--- src/rtl/ddr_writer.sv ---
// ddr_writer: write-back DMA front end for the conv array.
// Drains each conv unit's output buffer in chunks of up to UNIT_BURSTS bursts,
// streams the words to the DDR write master's AXI-Stream slave and programs
// that master through WSTART_REG / WADDR_REG / WNBURST_REG, waiting on WDONE_REG.
// Chunks are issued round-robin over the active conv units.
// Optional build macro DDR_WRITER_STATS_EN adds the stat_beats / stat_stall
// counters; without it those ports and counters do not exist.
//
// state | meaning
// IDLE  | ready for a configuration word
// SEL   | waiting for the current conv unit's buffer to hold its chunk
// START | chunk size latched, write master kicked
// XFER  | popping the buffer and streaming beats to the write master
// WAIT  | all beats accepted, waiting for the write master to finish
// INCR  | advance address, remaining bursts and conv unit
// FIN   | one-cycle done pulse

module ddr_writer #(
  parameter int N_CONV_UNIT  = 4,
  parameter int DATA_WIDTH   = 64,
  parameter int BURST_LENGTH = 15,
  parameter int UNIT_BURSTS  = 8
) (
  input  logic                              clk,
  input  logic                              rstn,
  input  logic                              cfg_i_valid,
  output logic                              cfg_i_ready,
  input  logic [63:0]                       cfg_i_data,
  input  logic [N_CONV_UNIT-1:0]            ob_suff,
  output logic [N_CONV_UNIT-1:0]            ob_rd_en,
  input  logic [N_CONV_UNIT*DATA_WIDTH-1:0] ob_dout,
  output logic                              m_axis_tvalid,
  input  logic                              m_axis_tready,
  output logic [DATA_WIDTH-1:0]             m_axis_tdata,
  output logic                              m_axis_tlast,
  output logic                              WSTART_REG,
  output logic [31:0]                       WADDR_REG,
  output logic [31:0]                       WNBURST_REG,
  input  logic                              WDONE_REG,
  output logic                              done_o,
  output logic                              busy_o
`ifdef DDR_WRITER_STATS_EN
  ,
  output logic [31:0]                       stat_beats,
  output logic [31:0]                       stat_stall
`endif
);

  localparam int BEATS_PER_BURST = BURST_LENGTH + 1;
  localparam int BURST_BYTES     = BEATS_PER_BURST * DATA_WIDTH / 8;
  localparam int NB_W            = $clog2(UNIT_BURSTS) + 1;
  localparam int BEAT_W          = $clog2(UNIT_BURSTS * BEATS_PER_BURST) + 1;
  localparam int BB_W            = (BEATS_PER_BURST > 1) ? $clog2(BEATS_PER_BURST) : 1;
  localparam int CU_W            = (N_CONV_UNIT > 1) ? $clog2(N_CONV_UNIT) : 1;

  localparam logic [2:0] S_IDLE  = 3'd0;
  localparam logic [2:0] S_SEL   = 3'd1;
  localparam logic [2:0] S_START = 3'd2;
  localparam logic [2:0] S_XFER  = 3'd3;
  localparam logic [2:0] S_WAIT  = 3'd4;
  localparam logic [2:0] S_INCR  = 3'd5;
  localparam logic [2:0] S_FIN   = 3'd6;

  logic [2:0]            state;
  logic [31:0]           addr;
  logic [17:0]           rem;
  logic [CU_W-1:0]       n_cu_m1;
  logic [CU_W-1:0]       cu;

  logic [BEAT_W-1:0]     rd_cnt;
  logic [BEAT_W-1:0]     tx_cnt;
  logic [BB_W-1:0]       bcnt;

  logic                  inflight;
  logic [DATA_WIDTH-1:0] skid_mem [2];
  logic                  skid_wr;
  logic                  skid_rd;
  logic [1:0]            skid_cnt;

  logic [NB_W-1:0]       nb_c;
  logic [BEAT_W-1:0]     beats_c;
  logic [3:0]            cfg_ncu;
  logic [CU_W-1:0]       cfg_ncu_m1;
  logic                  cfg_accept;
  logic [9:0]            cfg_unused;
  logic [DATA_WIDTH-1:0] ob_word;
  logic                  skid_empty;
  logic                  pop;
  logic                  rd_fire;
  logic [2:0]            occ;
  logic                  skid_push;
  logic                  skid_pop;

  assign cfg_unused = cfg_i_data[63:54];
  assign cfg_ncu    = cfg_i_data[53:50];
  assign cfg_accept = (state == S_IDLE) && cfg_i_valid;

  // Active CU count: 0 means one unit, anything above the unit count is clamped.
  always_comb begin
    cfg_ncu_m1 = '0;
    if (cfg_ncu == 4'd0) begin
      cfg_ncu_m1 = '0;
    end else if (int'(cfg_ncu) >= N_CONV_UNIT) begin
      cfg_ncu_m1 = CU_W'(N_CONV_UNIT - 1);
    end else begin
      cfg_ncu_m1 = CU_W'(cfg_ncu - 4'd1);
    end
  end

  // Chunk size is derived from the remaining bursts, which only change in INCR,
  // so it is valid from START through WAIT without a register.
  always_comb begin
    nb_c = NB_W'(UNIT_BURSTS);
    if (rem < 18'(UNIT_BURSTS)) begin
      nb_c = NB_W'(rem);
    end
    beats_c = BEAT_W'(nb_c) * BEAT_W'(BEATS_PER_BURST);
  end

  // Stream head: the skid FIFO when it holds data, otherwise the word returning
  // from the buffer this cycle, so the first beat goes out one cycle after the pop.
  assign ob_word       = ob_dout[cu*DATA_WIDTH +: DATA_WIDTH];
  assign skid_empty    = (skid_cnt == 2'd0);
  assign m_axis_tvalid = !skid_empty || inflight;
  assign m_axis_tdata  = skid_empty ? ob_word : skid_mem[skid_rd];
  assign m_axis_tlast  = (bcnt == BB_W'(BURST_LENGTH));
  assign pop           = m_axis_tvalid && m_axis_tready;

  // A read may be issued only if the returning word is guaranteed a skid slot.
  assign occ       = {1'b0, skid_cnt} + {2'b00, inflight} - {2'b00, pop};
  assign rd_fire   = (state == S_XFER) && (rd_cnt < beats_c) && (occ < 3'd2);
  assign skid_push = inflight && !(skid_empty && pop);
  assign skid_pop  = pop && !skid_empty;

  // One-hot buffer pop on the selected conv unit only.
  always_comb begin
    ob_rd_en = '0;
    if (rd_fire) begin
      ob_rd_en[cu] = 1'b1;
    end
  end

  assign cfg_i_ready = rstn && (state == S_IDLE);
  assign busy_o      = (state != S_IDLE);
  assign done_o      = (state == S_FIN);
  assign WSTART_REG  = (state == S_START) || (state == S_XFER) || (state == S_WAIT);
  assign WADDR_REG   = WSTART_REG ? addr : 32'd0;
  assign WNBURST_REG = WSTART_REG ? 32'(nb_c) : 32'd0;

  // Sequencing FSM and per-configuration address / burst / unit bookkeeping.
  always_ff @(posedge clk or negedge rstn) begin
    if (!rstn) begin
      state   <= S_IDLE;
      addr    <= '0;
      rem     <= '0;
      n_cu_m1 <= '0;
      cu      <= '0;
    end else begin
      case (state)
        S_IDLE: begin
          if (cfg_i_valid) begin
            addr    <= cfg_i_data[31:0];
            rem     <= cfg_i_data[49:32];
            n_cu_m1 <= cfg_ncu_m1;
            cu      <= '0;
            state   <= (cfg_i_data[49:32] == 18'd0) ? S_FIN : S_SEL;
          end
        end
        S_SEL: begin
          if (ob_suff[cu]) begin
            state <= S_START;
          end
        end
        S_START: begin
          state <= S_XFER;
        end
        S_XFER: begin
          if (tx_cnt == beats_c) begin
            state <= S_WAIT;
          end
        end
        S_WAIT: begin
          if (WDONE_REG) begin
            state <= S_INCR;
          end
        end
        S_INCR: begin
          addr  <= addr + 32'(nb_c) * 32'(BURST_BYTES);
          rem   <= rem - 18'(nb_c);
          cu    <= (cu == n_cu_m1) ? '0 : cu + CU_W'(1);
          state <= (rem == 18'(nb_c)) ? S_FIN : S_SEL;
        end
        S_FIN: begin
          state <= S_IDLE;
        end
        default: begin
          state <= S_IDLE;
        end
      endcase
    end
  end

  // Chunk read / transmit counters and the beat position inside the current burst.
  always_ff @(posedge clk or negedge rstn) begin
    if (!rstn) begin
      rd_cnt <= '0;
      tx_cnt <= '0;
      bcnt   <= '0;
    end else if (state == S_START) begin
      rd_cnt <= '0;
      tx_cnt <= '0;
      bcnt   <= '0;
    end else begin
      if (rd_fire) begin
        rd_cnt <= rd_cnt + BEAT_W'(1);
      end
      if (pop) begin
        tx_cnt <= tx_cnt + BEAT_W'(1);
        bcnt   <= (bcnt == BB_W'(BURST_LENGTH)) ? '0 : bcnt + BB_W'(1);
      end
    end
  end

  // Two-entry skid FIFO absorbing words that return while the stream is stalled.
  always_ff @(posedge clk or negedge rstn) begin
    if (!rstn) begin
      inflight    <= 1'b0;
      skid_mem[0] <= '0;
      skid_mem[1] <= '0;
      skid_wr     <= 1'b0;
      skid_rd     <= 1'b0;
      skid_cnt    <= 2'd0;
    end else begin
      inflight <= rd_fire;
      if (skid_push) begin
        skid_mem[skid_wr] <= ob_word;
        skid_wr           <= ~skid_wr;
      end
      if (skid_pop) begin
        skid_rd <= ~skid_rd;
      end
      skid_cnt <= skid_cnt + {1'b0, skid_push} - {1'b0, skid_pop};
    end
  end

`ifdef DDR_WRITER_STATS_EN
  // Saturating accepted-beat and stall-cycle counters, cleared per configuration.
  always_ff @(posedge clk or negedge rstn) begin
    if (!rstn) begin
      stat_beats <= '0;
      stat_stall <= '0;
    end else if (cfg_accept) begin
      stat_beats <= '0;
      stat_stall <= '0;
    end else begin
      if (pop && (stat_beats != 32'hFFFF_FFFF)) begin
        stat_beats <= stat_beats + 32'd1;
      end
      if (m_axis_tvalid && !m_axis_tready && (stat_stall != 32'hFFFF_FFFF)) begin
        stat_stall <= stat_stall + 32'd1;
      end
    end
  end
`else
  // Statistics disabled: accept strobe has no consumer in this build.
  logic cfg_accept_unused;
  assign cfg_accept_unused = cfg_accept;
`endif

endmodule

--- config.mk ---
export PLATFORM = sky130hd
export DESIGN_NAME = ddr_writer
export DESIGN_NICKNAME = d
export VERILOG_FILES = /design/src/rtl/ddr_writer.sv
export SDC_FILE = /design/constraint.sdc
export NUM_CORES = 1
export LEC_CHECK = 0
export ABC_CLOCK_PERIOD_IN_PS = 3900
export CAP_MARGIN = 10
export CORE_MARGIN = 5
export CORE_UTILIZATION = 30
export CTS_CLUSTER_DIAMETER = 150
export DETAILED_ROUTE_END_ITERATION = 10
export GPL_ROUTABILITY_DRIVEN = 0
export PLACE_DENSITY = 0.7
export SETUP_SLACK_MARGIN = 0.1
export SLEW_MARGIN = 40
export SYNTH_ARGS = -nofsm -noshare
export SYNTH_HDL_FRONTEND = slang
export SYNTH_SLANG_ARGS = --single-unit
--- constraint.sdc ---
create_clock -name clk -period 3.9 [get_ports clk]
set_clock_uncertainty 0.1 [all_clocks]
set_input_delay 0.39 -clock clk [delete_from_list [all_inputs] [get_ports clk]]
set_output_delay 0.39 -clock clk [all_outputs]
set_load 0.02 [all_outputs]
# After elaboration in Yosys (flattened, before gate mapping)
# Cells that the tools add are included.
op_classes:
  reduce_logical: 25
  n_lt_le_gt_ge: 9
  eq_ne: 14
  n_bitwise: 4
  add_sub_neg: 11
  n_mux: 38
  shift: 1
ops:
  columns: ["op", "n"]
  rows:
  - ["$mux 64", 5]
  - ["$shiftx 256x9->64", 1]
  - ["$bwmux 128", 1]
  - ["$demux 64 s1", 1]
  - ["$mux 32", 2]
  - ["$pmux 32 s2", 1]
  - ["$pmux 18 s2", 1]
  - ["$add 32x11->32", 1]
  - ["$mux 8", 4]
  - ["$mux 4", 6]
  - ["$eq 18x4->1", 1]
  - ["$logic_not 18->1", 1]
  - ["$lt 18x4->1 const B", 1]
  - ["$mux 18", 1]
  - ["$mux 3", 6]
  - ["$pmux 3 s6", 1]
  - ["$sub 18x4->18", 1]
  - ["$add 8x1->8 const B", 2]
  - ["$eq 3x3->1 const B", 3]
  - ["$logic_and 1x1->1", 9]
  - ["$eq 8x8->1", 1]
  - ["$lt 8x8->1", 1]
  - ["$mux 2", 4]
  - ["$eq 3x2->1 const B", 2]
  - ["other kinds (33)", 45]
word_totals:
  input_bits: 329
  reg_bits: 210
  word_cells: 116

# Longest topological paths before layout
depth:
  word_depth: 9
  ltp_mapped: 13
  ltp_nobuf: 12

# Worst setup path before layout
# No wires, ideal clock.
synth_path:
  kind: "register to output"
  start: "reg skid_cnt[1]"
  end: "out ob_rd_en[0]"
  required_time_ns: 3.410
  stages_incl_launch_ff: 12
  arrival_ns: 3.290
  slack_ns: 0.120
  cell_sequence: "dfrtp_1 > or3_1 > nand2_1 > clkinv_1 > ha_1 > nand2b_1 > fa_1 > xor2_1 > a2111oi_2 > nand4_2 > nand2_2 > and2_1"
synth_between:
  elab_chain_len: 8
  elab_cells_between_ends: 9
  classes_between: "add/sub: 2; order compare: 1; mux: 1; reduce/logical: 5"
synth_lines:
  columns: ["item", "line_no", "text"]
  rows:
  - ["start: declaration", "78", "logic [1:0] skid_cnt;"]
  - ["start signal: assignment", "242", "skid_cnt <= skid_cnt + {1'b0, skid_push} - {1'b0, skid_pop};"]
  - ["$logic_not 2->1", "123", "assign skid_empty = (skid_cnt == 2'd0);"]
  - ["$logic_not 1->1", "124", "assign m_axis_tvalid = !skid_empty || inflight;"]
  - ["$logic_or 1x1->1", "124", null]
  - ["net m_axis_tvalid", "32", "output logic m_axis_tvalid,"]
  - ["$logic_and 1x1->1", "127", "assign pop = m_axis_tvalid && m_axis_tready;"]
  - ["$sub 3x1->3", "130", "assign occ = {1'b0, skid_cnt} + {2'b00, inflight} - {2'b00, pop};"]
  - ["$lt 3x2->1", "131", "assign rd_fire = (state == S_XFER) && (rd_cnt < beats_c) && (occ < 3'd2);"]
  - ["$logic_and 1x1->1", "131", null]
  - ["net rd_fire", "89", "logic rd_fire;"]
  - ["$mux 4", "138", "if (rd_fire) begin"]
  - ["end: declaration", "30", "output logic [N_CONV_UNIT-1:0] ob_rd_en,"]
# The timed path passes the listed nets, and every way through them passes these cells.

# Worst setup path after layout
layout_path:
  start: "reg inflight"
  end: "out ob_rd_en[0]"
layout_between:
  elab_chain_len: 6
  elab_cells_between_ends: 7
  classes_between: "add/sub: 2; order compare: 1; mux: 1; reduce/logical: 3"
layout_lines:
  columns: ["item", "line_no", "text"]
  rows:
  - ["start: declaration", "74", "logic inflight;"]
  - ["start signal: assignment", "234", "inflight <= rd_fire;"]
  - ["branches (longest 2 deep; another with $add 2x1->3)", null, null]
  - ["$sub 3x1->3 *", "130", null]
  - ["$lt 3x2->1 *", "131", null]
  - ["$logic_and 1x1->1 *", "131", null]
  - ["net rd_fire", "89", null]
  - ["$mux 4 *", "138", null]
# Mark *: on every way through the listed nets, which the timed path passes.

==> flow_metrics.env <==
export IMPL_first_pass_iters=4
export IMPL_path_class="reg2out"
export IMPL_p_leak_nw=7.70
export IMPL_final_setup_tns_ns=-0.0101
export IMPL_antenna_found_initial=2
export IMPL_synthCells=1181
export IMPL_crit_fanout=4
export IMPL_final_antenna_net_count=0
export IMPL_fin_crit_ns=3.91
export IMPL_route_detailed_drc=0
export IMPL_clk_pin_slew_ns=0.06
export IMPL_grt_pass1_vias=11500
export IMPL_relSlewSlack=0.521
export IMPL_violations="negative setup slack"
export IMPL_fill_cells=3994
export IMPL_routed_via_density=5.13
export IMPL_hold_violations=0
export IMPL_cts_sinks=210
export IMPL_cp_data_arrival_time_ns=3.42
export IMPL_design_core_area_um2=42800
export IMPL_vias=11100
export IMPL_die_y_um=217
export IMPL_r2r_setup_slack_ns=0.42
export IMPL_clk_latency_ns=0.53
export IMPL_final_cell_area_um2=18800
export IMPL_timing_fmax_mhz=256
export IMPL_worst_pin_slew_ns=0.716
export IMPL_ys_warn_count=0
export IMPL_die_w_um=217
export IMPL_syn_area_um2=12900
export IMPL_final_util=0.440
export IMPL_place_area_um2=17800
export IMPL_r2r_start="rem[6]"
export IMPL_die_area_um2=47300
export IMPL_synth_top_area_cell="dfrtp_1"
export IMPL_io_pins=467
export IMPL_yosysMostFrequentCell="dfrtp_1"
export IMPL_drtIter0Drc=616
export IMPL_synth_seq_area_share=0.407
export IMPL_fin_crit_sh=1.00
export IMPL_overflow=0
export IMPL_wl_um=42600
export IMPL_synth_avg_cell_area_um2=10.9
export IMPL_p_per_area_nw_per_um2=650
export IMPL_hold_class="in2async"
export IMPL_synthTopCellsByArea="dfrtp_1 41%, mux4_2 11%, mux2_2 11%"
export IMPL_required_ns=3.41
export IMPL_grt_pass1_wl_um=65300
export IMPL_critPathCaptureType="output pin"
export IMPL_num_nets_final=1949
export IMPL_worst_slack_ns=-0.0101
export IMPL_ys_ff_latch=210
export IMPL_htreeDepth=1
export IMPL_synth_top_area_share=0.407
export IMPL_numCtsBuffers=25
export IMPL_ys_async_sr_fraction=1.00
export IMPL_placement_rows=76
export IMPL_drive_above_1_share=0.192
export IMPL_grt_total_usage=0.172
export IMPL_grt_max_degree=89
export IMPL_fin_hold_ws_ns=0.222
export IMPL_cts_buffer_depth=3
export IMPL_portBuffers=428
export IMPL_synth_edff_count=0
export IMPL_ir_drop_uv=297
export IMPL_root_buffer="clkbuf_16"
export IMPL_pre_cts_slack_ns=-0.0181
export IMPL_crit_path_start_kind="register"
export IMPL_dp_hpwl_um=32200
export IMPL_synthTopCellsByCount="210 x dfrtp_1, 140 x nand2_1, 128 x mux2_2"
export IMPL_yosys_cell_types_count=74
export IMPL_synthFlopType="dfrtp_1"
export IMPL_start_util=0.302
export IMPL_area_delta_synth_final_pct=45.8
export IMPL_reg2reg_depth=12
export IMPL_post_drt_wl_per_cell_um=19.7
export IMPL_reg2reg_to="addr[23]"
export IMPL_rsz0062_at_grt="yes"
export IMPL_setup_viol=1
export IMPL_cts_tree="built"
export IMPL_status="finished with violations"
export IMPL_slew_violations=0
export IMPL_drv_cap=0
area by class of cell:
type | count | area [µm²] | share of cell area
Multi-Input combinational cell | 875 | 7230 | 0.384
Clock inverter | 11 | 163 | 0.00864
Timing Repair Buffer | 467 | 4680 | 0.248
Inverter | 19 | 76.3 | 0.00406
Tap cell | 546 | 683 | 0.0363
Sequential cell | 210 | 5270 | 0.280
Clock buffer | 35 | 723 | 0.0384
Antenna cell | 2 | 5.00 | 0.000266
through the flow:
| stage | total power [W] | cells |
|---|---|---|
| floorplan | 0.00706 | 1209 |
| detailed placement | 0.00972 | 2112 |
| finish | 0.0122 | 2165 |
| global placement | 0.00955 | 2112 |
| CTS | 0.0124 | 2162 |
| global route | 0.0130 | 2165 |
cells by family after synthesis:
| group | count (synthesis) | synth area share |
|---|---|---|
| AO/OA/AOI/OAI | 187 | 0.0913 |
| XOR/XNOR | 25 | 0.0170 |
| adder cells (fa/ha/maj) | 22 | 0.0225 |
| buffers and inverters | 124 | 0.0481 |
| flip-flops | 210 | 0.407 |
| multiplexers | 260 | 0.277 |
| other | 1 | 0.000290 |
| AND/OR/NAND/NOR | 352 | 0.137 |
worst max-delay path: stages, from the launching register on:
cell and delay, ns:
dfrtp_1 0.38, or3_4 0.41, nand2_4 0.10, clkinv_4 0.06, ha_4 0.20, nand2b_4 0.13, fa_2 0.52, nand3b_1 0.09
a2111oi_2 0.22, buf_4 0.19, nand4_4 0.11, nand2_4 0.12, buf_6 0.11, and2_4 0.13, buf_6 0.12
where the power goes:
part | leakage [nW] | total [W] | internal [W] | switching (W)
logic | 4.75 | 0.00611 | 0.00317 | 0.00295
clock network | 0.441 | 0.00250 | 0.00156 | 0.000945
registers | 2.51 | 0.00362 | 0.00303 | 0.000585
total | 7.70 | 0.0122 | 0.00776 | 0.00448
repair_timing:
| item | CTS | global route |
|---|---|---|
| setup endpoints to repair | 4 | 4 |
| endpoints found under the hold margin | 39 | 0 |
| pin swaps | 6 | 5 |
| gates resized for setup | 31 | 0 |
| buffers inserted | 3 | 1 |
| hold buffers | 1 | 0 |
worst max-delay path by stage:
stage | start | to | slack (ns) | depth (start not counted)
2_1_floorplan | skid_cnt[1] | ob_rd_en[0] | 0.12 | 11
3_3_place_gp | m_axis_tready | ob_rd_en[3] | -0.002 | 13
3_5_place_dp | m_axis_tready | ob_rd_en[2] | -0.02 | 13
4_1_cts | skid_cnt[1] | ob_rd_en[0] | -0.10 | 14
5_1_grt | inflight | ob_rd_en[0] | -0.15 | 14
6_report | inflight | ob_rd_en[0] | -0.01 | 14
metal layers:
layer,share of wire,GRT usage,vias up
met2,0.50,0.301,468
li1,-,-,5111
met3,0.079,0.0415,55
met1,0.40,0.213,5480
met4,0.022,0.0430,0
met5,0,0,-
cell usage in the layout, fill, tap and decap left out, types with 31 or more instances in the layout:
| cell | count |
|---|---|
| dfrtp_1 | 207 |
| o21ai_0 | 82 |
| nand2_1 | 139 |
| clkdlybuf4s50_1 | 423 |
| nor2b_1 | 34 |
| mux2i_1 | 67 |
| mux2_2 | 128 |
| nor2_1 | 59 |
| nand3_1 | 31 |
| mux4_2 | 65 |
flip-flops by register name (all words and copies together) (netlist names):
| name | flops |
|---|---|
| inflight | 1 |
| state | 3 |
| addr | 32 |
| rem | 18 |
| skid_wr | 1 |
| cu | 2 |
| n_cu_m1 | 2 |
| tx_cnt | 8 |
| rd_cnt | 8 |
| skid_mem | 128 |
| skid_cnt | 2 |
| bcnt | 4 |
| skid_rd | 1 |
No activity file was read; power rests on OpenSTA's default activity.
